<file path="config.mk">
export PLATFORM = sky130hd
export DESIGN_NAME = mul_exec_stage
export DESIGN_NICKNAME = d
export VERILOG_FILES = /design/src/rtl/mul_exec_stage.sv
export SDC_FILE = /design/constraint.sdc
export NUM_CORES = 2
export LEC_CHECK = 0
export ABC_AREA = 1
export BUFFER_PORTS_ARGS = -buffer_cell sky130_fd_sc_hd__buf_4
export CORE_ASPECT_RATIO = 1.2
export CORE_UTILIZATION = 45
export CTS_CLUSTER_SIZE = 25
export DETAILED_ROUTE_END_ITERATION = 6
export GPL_ROUTABILITY_DRIVEN = 0
export SLEW_MARGIN = 15
export SYNTH_ARGS = -nofsm -noshare
export SYNTH_HDL_FRONTEND = slang
export SYNTH_SLANG_ARGS = --single-unit
export TNS_END_PERCENT = 20
</file>
<file path="constraint.sdc">
create_clock -name clk -period 11.05 [get_ports clk]
set_input_delay 1.6575 -clock clk [delete_from_list [all_inputs] [get_ports clk]]
set_output_delay 1.6575 -clock clk [all_outputs]
set_load 0.01 [all_outputs]
</file>
<file path="src/rtl/mul_exec_stage.sv">
// ---------------------------------------------------------------------------
// mul_exec_stage
//
// Two-stage pipelined RV32M multiply execution unit (MUL, MULH, MULHSU,
// MULHU). It sits between issue/dispatch and the writeback arbiter.
//
// Operation:
//   S1 captures a decoded op from the issue side.
//   Between S1 and S2 the signed/unsigned 64-bit product is formed.
//   S2 holds the product and the op's metadata. The low or high word is
//   selected from S2 and driven to writeback.
//
// Both sides use a valid/ready handshake. Backpressure is supported
// through the whole pipe, and flush discards every in-flight op.
//
// Parameters:
//   XLEN   operand/result width (only 32 is supported)
//   TAG_W  destination register tag width
//
// Ports:
//   clk        clock, all state updates on the rising edge
//   rst_n      synchronous active-low reset
//   flush      drop all in-flight ops (mispredict / trap)
//   in_valid   upstream presents an op
//   in_ready   stage can accept an op this cycle
//   in_funct3  000 MUL, 001 MULH, 010 MULHSU, 011 MULHU, 1xx illegal
//   in_rs1     operand a (multiplicand)
//   in_rs2     operand b (multiplier)
//   in_tag     destination register tag
//   out_valid  result valid
//   out_ready  downstream accepts the result
//   out_data   selected 32-bit result
//   out_tag    tag travelling with the result
//   out_err    op carried an illegal funct3
// ---------------------------------------------------------------------------
module mul_exec_stage #(
    parameter int XLEN  = 32,
    parameter int TAG_W = 5
) (
    input  logic             clk,
    input  logic             rst_n,
    input  logic             flush,
    input  logic             in_valid,
    output logic             in_ready,
    input  logic [2:0]       in_funct3,
    input  logic [XLEN-1:0]  in_rs1,
    input  logic [XLEN-1:0]  in_rs2,
    input  logic [TAG_W-1:0] in_tag,
    output logic             out_valid,
    input  logic             out_ready,
    output logic [XLEN-1:0]  out_data,
    output logic [TAG_W-1:0] out_tag,
    output logic             out_err
);

    typedef enum logic [2:0] {
        OP_MUL    = 3'b000,
        OP_MULH   = 3'b001,
        OP_MULHSU = 3'b010,
        OP_MULHU  = 3'b011
    } mul_op_t;

    localparam logic [XLEN-1:0]   ONE_X = {{(XLEN-1){1'b0}}, 1'b1};
    localparam logic [2*XLEN-1:0] ONE_P = {{(2*XLEN-1){1'b0}}, 1'b1};

    // S1 registers: the op exactly as issued
    logic             s1_valid;
    logic [2:0]       s1_funct3;
    logic [XLEN-1:0]  s1_rs1;
    logic [XLEN-1:0]  s1_rs2;
    logic [TAG_W-1:0] s1_tag;

    // S2 registers: full product plus the metadata needed for selection
    logic              s2_valid;
    logic [2:0]        s2_funct3;
    logic [2*XLEN-1:0] s2_product;
    logic [TAG_W-1:0]  s2_tag;

    logic s2_adv;
    logic s1_adv;

    // S2 may move when it is empty or its result leaves this cycle. S1
    // may move when it is empty or S2 makes room. in_ready depends only on
    // state and out_ready, never on in_valid.
    assign s2_adv   = ~s2_valid | out_ready;
    assign s1_adv   = ~s1_valid | s2_adv;
    assign in_ready = s1_adv;

    // Signedness per op: rs1 is signed for MULH and MULHSU, rs2 only for
    // MULH. Illegal ops fall into the unsigned path; their result is
    // discarded at output selection anyway.
    logic rs1_signed;
    logic rs2_signed;
    logic rs1_neg;
    logic rs2_neg;
    logic [XLEN-1:0]   mag_a;
    logic [XLEN-1:0]   mag_b;
    logic [2*XLEN-1:0] prod_mag;
    logic [2*XLEN-1:0] product;

    always_comb begin
        rs1_signed = (s1_funct3 == OP_MULH) || (s1_funct3 == OP_MULHSU);
        rs2_signed = (s1_funct3 == OP_MULH);
        rs1_neg    = rs1_signed & s1_rs1[XLEN-1];
        rs2_neg    = rs2_signed & s1_rs2[XLEN-1];
    end

    // Multiply magnitudes, then restore the sign. The magnitude of the
    // most negative value (0x80000000) is 2^31. That value is
    // representable as an unsigned XLEN number, so MULH min*min comes out
    // right without any special case.
    always_comb begin
        mag_a    = rs1_neg ? (~s1_rs1 + ONE_X) : s1_rs1;
        mag_b    = rs2_neg ? (~s1_rs2 + ONE_X) : s1_rs2;
        prod_mag = {{XLEN{1'b0}}, mag_a} * {{XLEN{1'b0}}, mag_b};
        product  = (rs1_neg ^ rs2_neg) ? (~prod_mag + ONE_P) : prod_mag;
    end

    // Pipeline state.
    // Flush overrides every transfer, including an input offered in the
    // same cycle. Payload registers load only when a valid op moves in.
    // That keeps the outputs frozen during a stall and keeps power down on
    // bubbles.
    always_ff @(posedge clk) begin
        if (!rst_n) begin
            s1_valid   <= 1'b0;
            s1_funct3  <= '0;
            s1_rs1     <= '0;
            s1_rs2     <= '0;
            s1_tag     <= '0;
            s2_valid   <= 1'b0;
            s2_funct3  <= '0;
            s2_product <= '0;
            s2_tag     <= '0;
        end else if (flush) begin
            s1_valid <= 1'b0;
            s2_valid <= 1'b0;
        end else begin
            if (s2_adv) begin
                s2_valid <= s1_valid;
                if (s1_valid) begin
                    s2_funct3  <= s1_funct3;
                    s2_product <= product;
                    s2_tag     <= s1_tag;
                end
            end
            if (s1_adv) begin
                s1_valid <= in_valid;
                if (in_valid) begin
                    s1_funct3 <= in_funct3;
                    s1_rs1    <= in_rs1;
                    s1_rs2    <= in_rs2;
                    s1_tag    <= in_tag;
                end
            end
        end
    end

    // Output word selection.
    // MUL returns the low half and the MULH* variants return the high
    // half. Illegal ops return zero and are flagged with out_err.
    always_comb begin
        out_data = '0;
        case (s2_funct3)
            OP_MUL:                       out_data = s2_product[XLEN-1:0];
            OP_MULH, OP_MULHSU, OP_MULHU: out_data = s2_product[2*XLEN-1:XLEN];
            default:                      out_data = '0;
        endcase
    end

    assign out_valid = s2_valid;
    assign out_tag   = s2_tag;
    assign out_err   = s2_funct3[2];

endmodule
</file>
==> flow_summary.rst <==
.. list-table::
   :header-rows: 1

   * - Metric
     - Value
   * - Top cell family by delay on the critical path
     - simple AND/OR/NAND/NOR gates
   * - Minimum clock period
     - 10.61 ns
   * - Total Die Area
     - 100,000 um2
   * - Headroom to the max-slew limit
     - 27.3%
   * - Setup tns final
     - 0 ns
   * - Largest fanout of any net on the critical path
     - 10
   * - DRT antenna net count
     - 0
   * - TritonCTS clock tree
     - done
   * - Die height
     - 346 um
   * - Tightest Hold Check Type
     - reg2reg
   * - Layout net count
     - 7,536
   * - Ys flop type
     - dfxtp_1
   * - Post-synthesis instance area
     - 44,500 um2
   * - Final hold slack
     - 0.493 ns
   * - Hold bufs inserted after CTS
     - 0
   * - Global routing usage summed across all routing layers
     - 33.4%
   * - Maximum ir drop on the vdd rail
     - 118 uV
   * - Input/output buffers
     - 116
   * - CTS root buffer
     - clkbuf_16
   * - Average via count per standard cell
     - 5.27
   * - Number of hold violations in the final report
     - 0
   * - Slew of the pin with the lowest slew margin
     - 1.09 ns
   * - Number of buffers inserted during clock tree synthesis
     - 17
   * - Cell count after synthesis
     - 6,242
   * - Routed wire length
     - 162,000 um
   * - WL per Instance
     - 21.4 um
   * - Slowest Stage Delay on Critical Path
     - 0.58 ns
   * - Final Slew Violations
     - 0
   * - Netlist cell types
     - 46
   * - Die X
     - 289 um
   * - Setup slack at placement
     - 0.165 ns
   * - Cell types with the highest counts after synthesis
     - 1,552 x nand2_1, 1,547 x inv_1, 896 x fa_1
   * - Critical path type
     - reg2reg
   * - Sum of buffers and inverters on the critical path
     - 7
   * - Total core area
     - 97,300 um2
   * - Power density over the cells
     - 141 nW/um2
   * - Data arrival, critical path
     - 11.03 ns
   * - Wire length of the first global-routing pass
     - 248,000 um
   * - Most numerous cell in the Yosys netlist
     - nand2_1
   * - Max stage delay cell, worst path
     - fa_1
   * - Congestion Overflow GR
     - 0
   * - Number of detailed-route iterations in the first pass
     - 7
   * - CP Data Required Time
     - 11.47 ns
   * - RSZ-0062 raised after global routing
     - false
   * - Leakage power of the design
     - 25.9 nW
   * - Post-route insts no fill
     - 7,581
   * - Worst clock skew
     - 0.0312 ns
   * - Synth Warn #
     - 0
   * - Initial antenna violation count
     - 1
   * - Ratio of final minimum period to clock period
     - 96.0%
   * - Maximum number of pins on one net before global-route repair
     - 91
   * - Metal2 WL
     - 74,900 um
   * - Mean instance size in the synthesized netlist
     - 7.12 um2
   * - Post-synthesis sequential element count
     - 146
   * - Sinks on the clock net
     - 146
   * - Nature of the critical path endpoint
     - flip-flop
   * - Area of the multi-input gates
     - 34,800 um2
   * - Synth-to-layout area growth
     - 7.63%
   * - Violations in the final reports
     - DRC
   * - DRT met1 WL
     - 61,300 um
   * - Ports
     - 117
   * - Worst skew pair latency
     - 0.47 ns
   * - Sequential Area
     - 2920 um2
   * - Crit path setup slack, layout
     - 0.437 ns
   * - Syn nets
     - 7,481
   * - Result of the run
     - complete, but fails checks
   * - Largest buffer count on any clock path
     - 2
   * - Fill count
     - 9,977
   * - Post-synth top area cell
     - fa_1
   * - Drc violations
     - 11
   * - Number of flops mapped to enable cells by yosys
     - 0
   * - Placement Rows
     - 125
   * - Kind of launch point of the worst setup path
     - flip-flop
   * - Worst path most repeated cell
     - nand2_1
   * - Number of global-route vias before repair
     - 41,300
   * - Starting Density
     - 45.7%
   * - Final setup vio count
     - 0
   * - Total length of routed met3 wires
     - 14,400 um
   * - Top metal layer carrying routed signals
     - met5
   * - Ratio of cells with drive above 1 in the final layout
     - 6.51%
   * - Share of async-settable or async-resettable flops after synthesis
     - 0%
   * - Share of synthesized area occupied by flip-flops and latches
     - 6.58%
   * - Reg clk slew, reported paths
     - 0.09 ns
   * - Hpwl dp
     - 136,000 um
   * - Number of placed cells counting well taps
     - 7,547
   * - Cell types with the largest area share after synthesis
     - fa_1 40%, nand2_1 13%, inv_1 13%
   * - Top cell type's share of synthesized area
     - 40.4%
   * - Htree depth
     - 4
   * - Vias after detailed routing
     - 40,000
   * - Fmax
     - 94.2 MHz
   * - Iter 0 DRT Violations
     - 3,546
   * - Max-cap violation count
     - 0
[area by class of cell]
cell class / count / area share, %
antenna: 1 / 0.00523
sequential: 146 / 6.11
clock buffer: 17 / 0.889
multi-input combinational: 4299 / 72.8
clock inverter: 15 / 0.395
inverter: 1576 / 12.4
tap: 1270 / 3.32
timing repair buffer: 257 / 4.07
[timing repair]
action / 4_1_cts / 5_1_grt
endpoints found under the setup margin: 0 / 25
setup buffers: 0 / 1
gates resized for setup: 0 / 12
[flip-flops by register name, summed over array words and instances (netlist names)]
signal,cells
s1_tag,5
s2_product,64
s1_valid,1
s2_funct3,3
out_valid,1
s1_funct3,3
s1_rs2,32
out_tag,5
s1_rs1,32
[worst reg2reg max path, delay by kind of cell (launching register included)]
| family | cells | cell delay (ns) |
|---|---|---|
| AO/OA/AOI/OAI | 1 | 0.45 |
| adder cells (fa/ha/maj) | 9 | 4.26 |
| buffers and inverters | 7 | 1.08 |
| flip-flops | 1 | 0.45 |
| AND/OR/NAND/NOR | 27 | 4.35 |
[power by group]
group	switching (mW)	internal, mW
registers	0.0277	0.556
clock network	0.305	0.307
logic	3.84	1.71
total	4.17	2.58
[final timing paths]
kind                            startpoint  slack [ns]              to  cells past startpoint
worst min-delay path             s1_tag[0]        0.49       s1_tag[0]                      2
worst max register to register   s1_rs2[0]        0.44  s2_product[40]                     44
worst min register to register   s1_tag[0]        0.49       s1_tag[0]                      2
worst max-delay path             s1_rs2[0]        0.44  s2_product[40]                     44
[kinds of logic (layout without fill, tap and decap cells)]
| family | after synthesis | in the layout | synth area share [%] |
|---|---|---|---|
| flops | 146 | 146 | 6.58 |
| compound gates | 381 | 381 | 4.44 |
| other cells | 0 | 1 | 0 |
| simple gates | 2694 | 2694 | 24.4 |
| buf+inv | 1797 | 1865 | 15.4 |
| fa+ha+maj | 1162 | 1162 | 47.8 |
| xor+xnor | 62 | 62 | 1.37 |
[cells in the final DEF (no fill, tap or decap), types with 3 or more instances in the layout]
master	n
nand2_1	1549
inv_1	1544
fa_1	896
nor2_1	769
ha_1	266
buf_4	255
nand3_1	211
o21ai_0	184
a21oi_1	159
dfxtp_1	146
xor2_1	40
nor2_2	40
nand4_1	30
nor3_1	21
clkbuf_16	17
nand2_2	15
clkinv_1	13
inv_2	13
or2_2	13
nand3b_1	11
xnor2_1	10
nor4_1	9
xor2_2	8
o22ai_1	8
nor3_2	6
clkinvlp_4	6
o221ai_1	6
clkinv_8	6
o21ai_1	5
and2_1	5
o211ai_1	5
nor3_4	4
o21ai_2	4
xor2_4	4
clkinv_4	3
nand3_2	3
nor2_4	3
o31ai_1	3
inv_8	3
[routing by layer]
layer	vias to the layer above	GRT usage, %
met5	-	0
met3	464	6.00
met1	19400	41.3
met4	2	18.8
li1	18100	-
met2	1905	54.5
[through the flow]
step	total power, mW	utilization, %	area [um2]
after detailed placement	5.95	48.5	47200
after global placement	5.96	48.5	47200
final	6.75	49.2	47800
after CTS	6.63	49.1	47800
after floorplan	4.02	-	44500
after global routing	7.29	49.2	47800
Note: power is estimated with default switching activity, not from simulation.
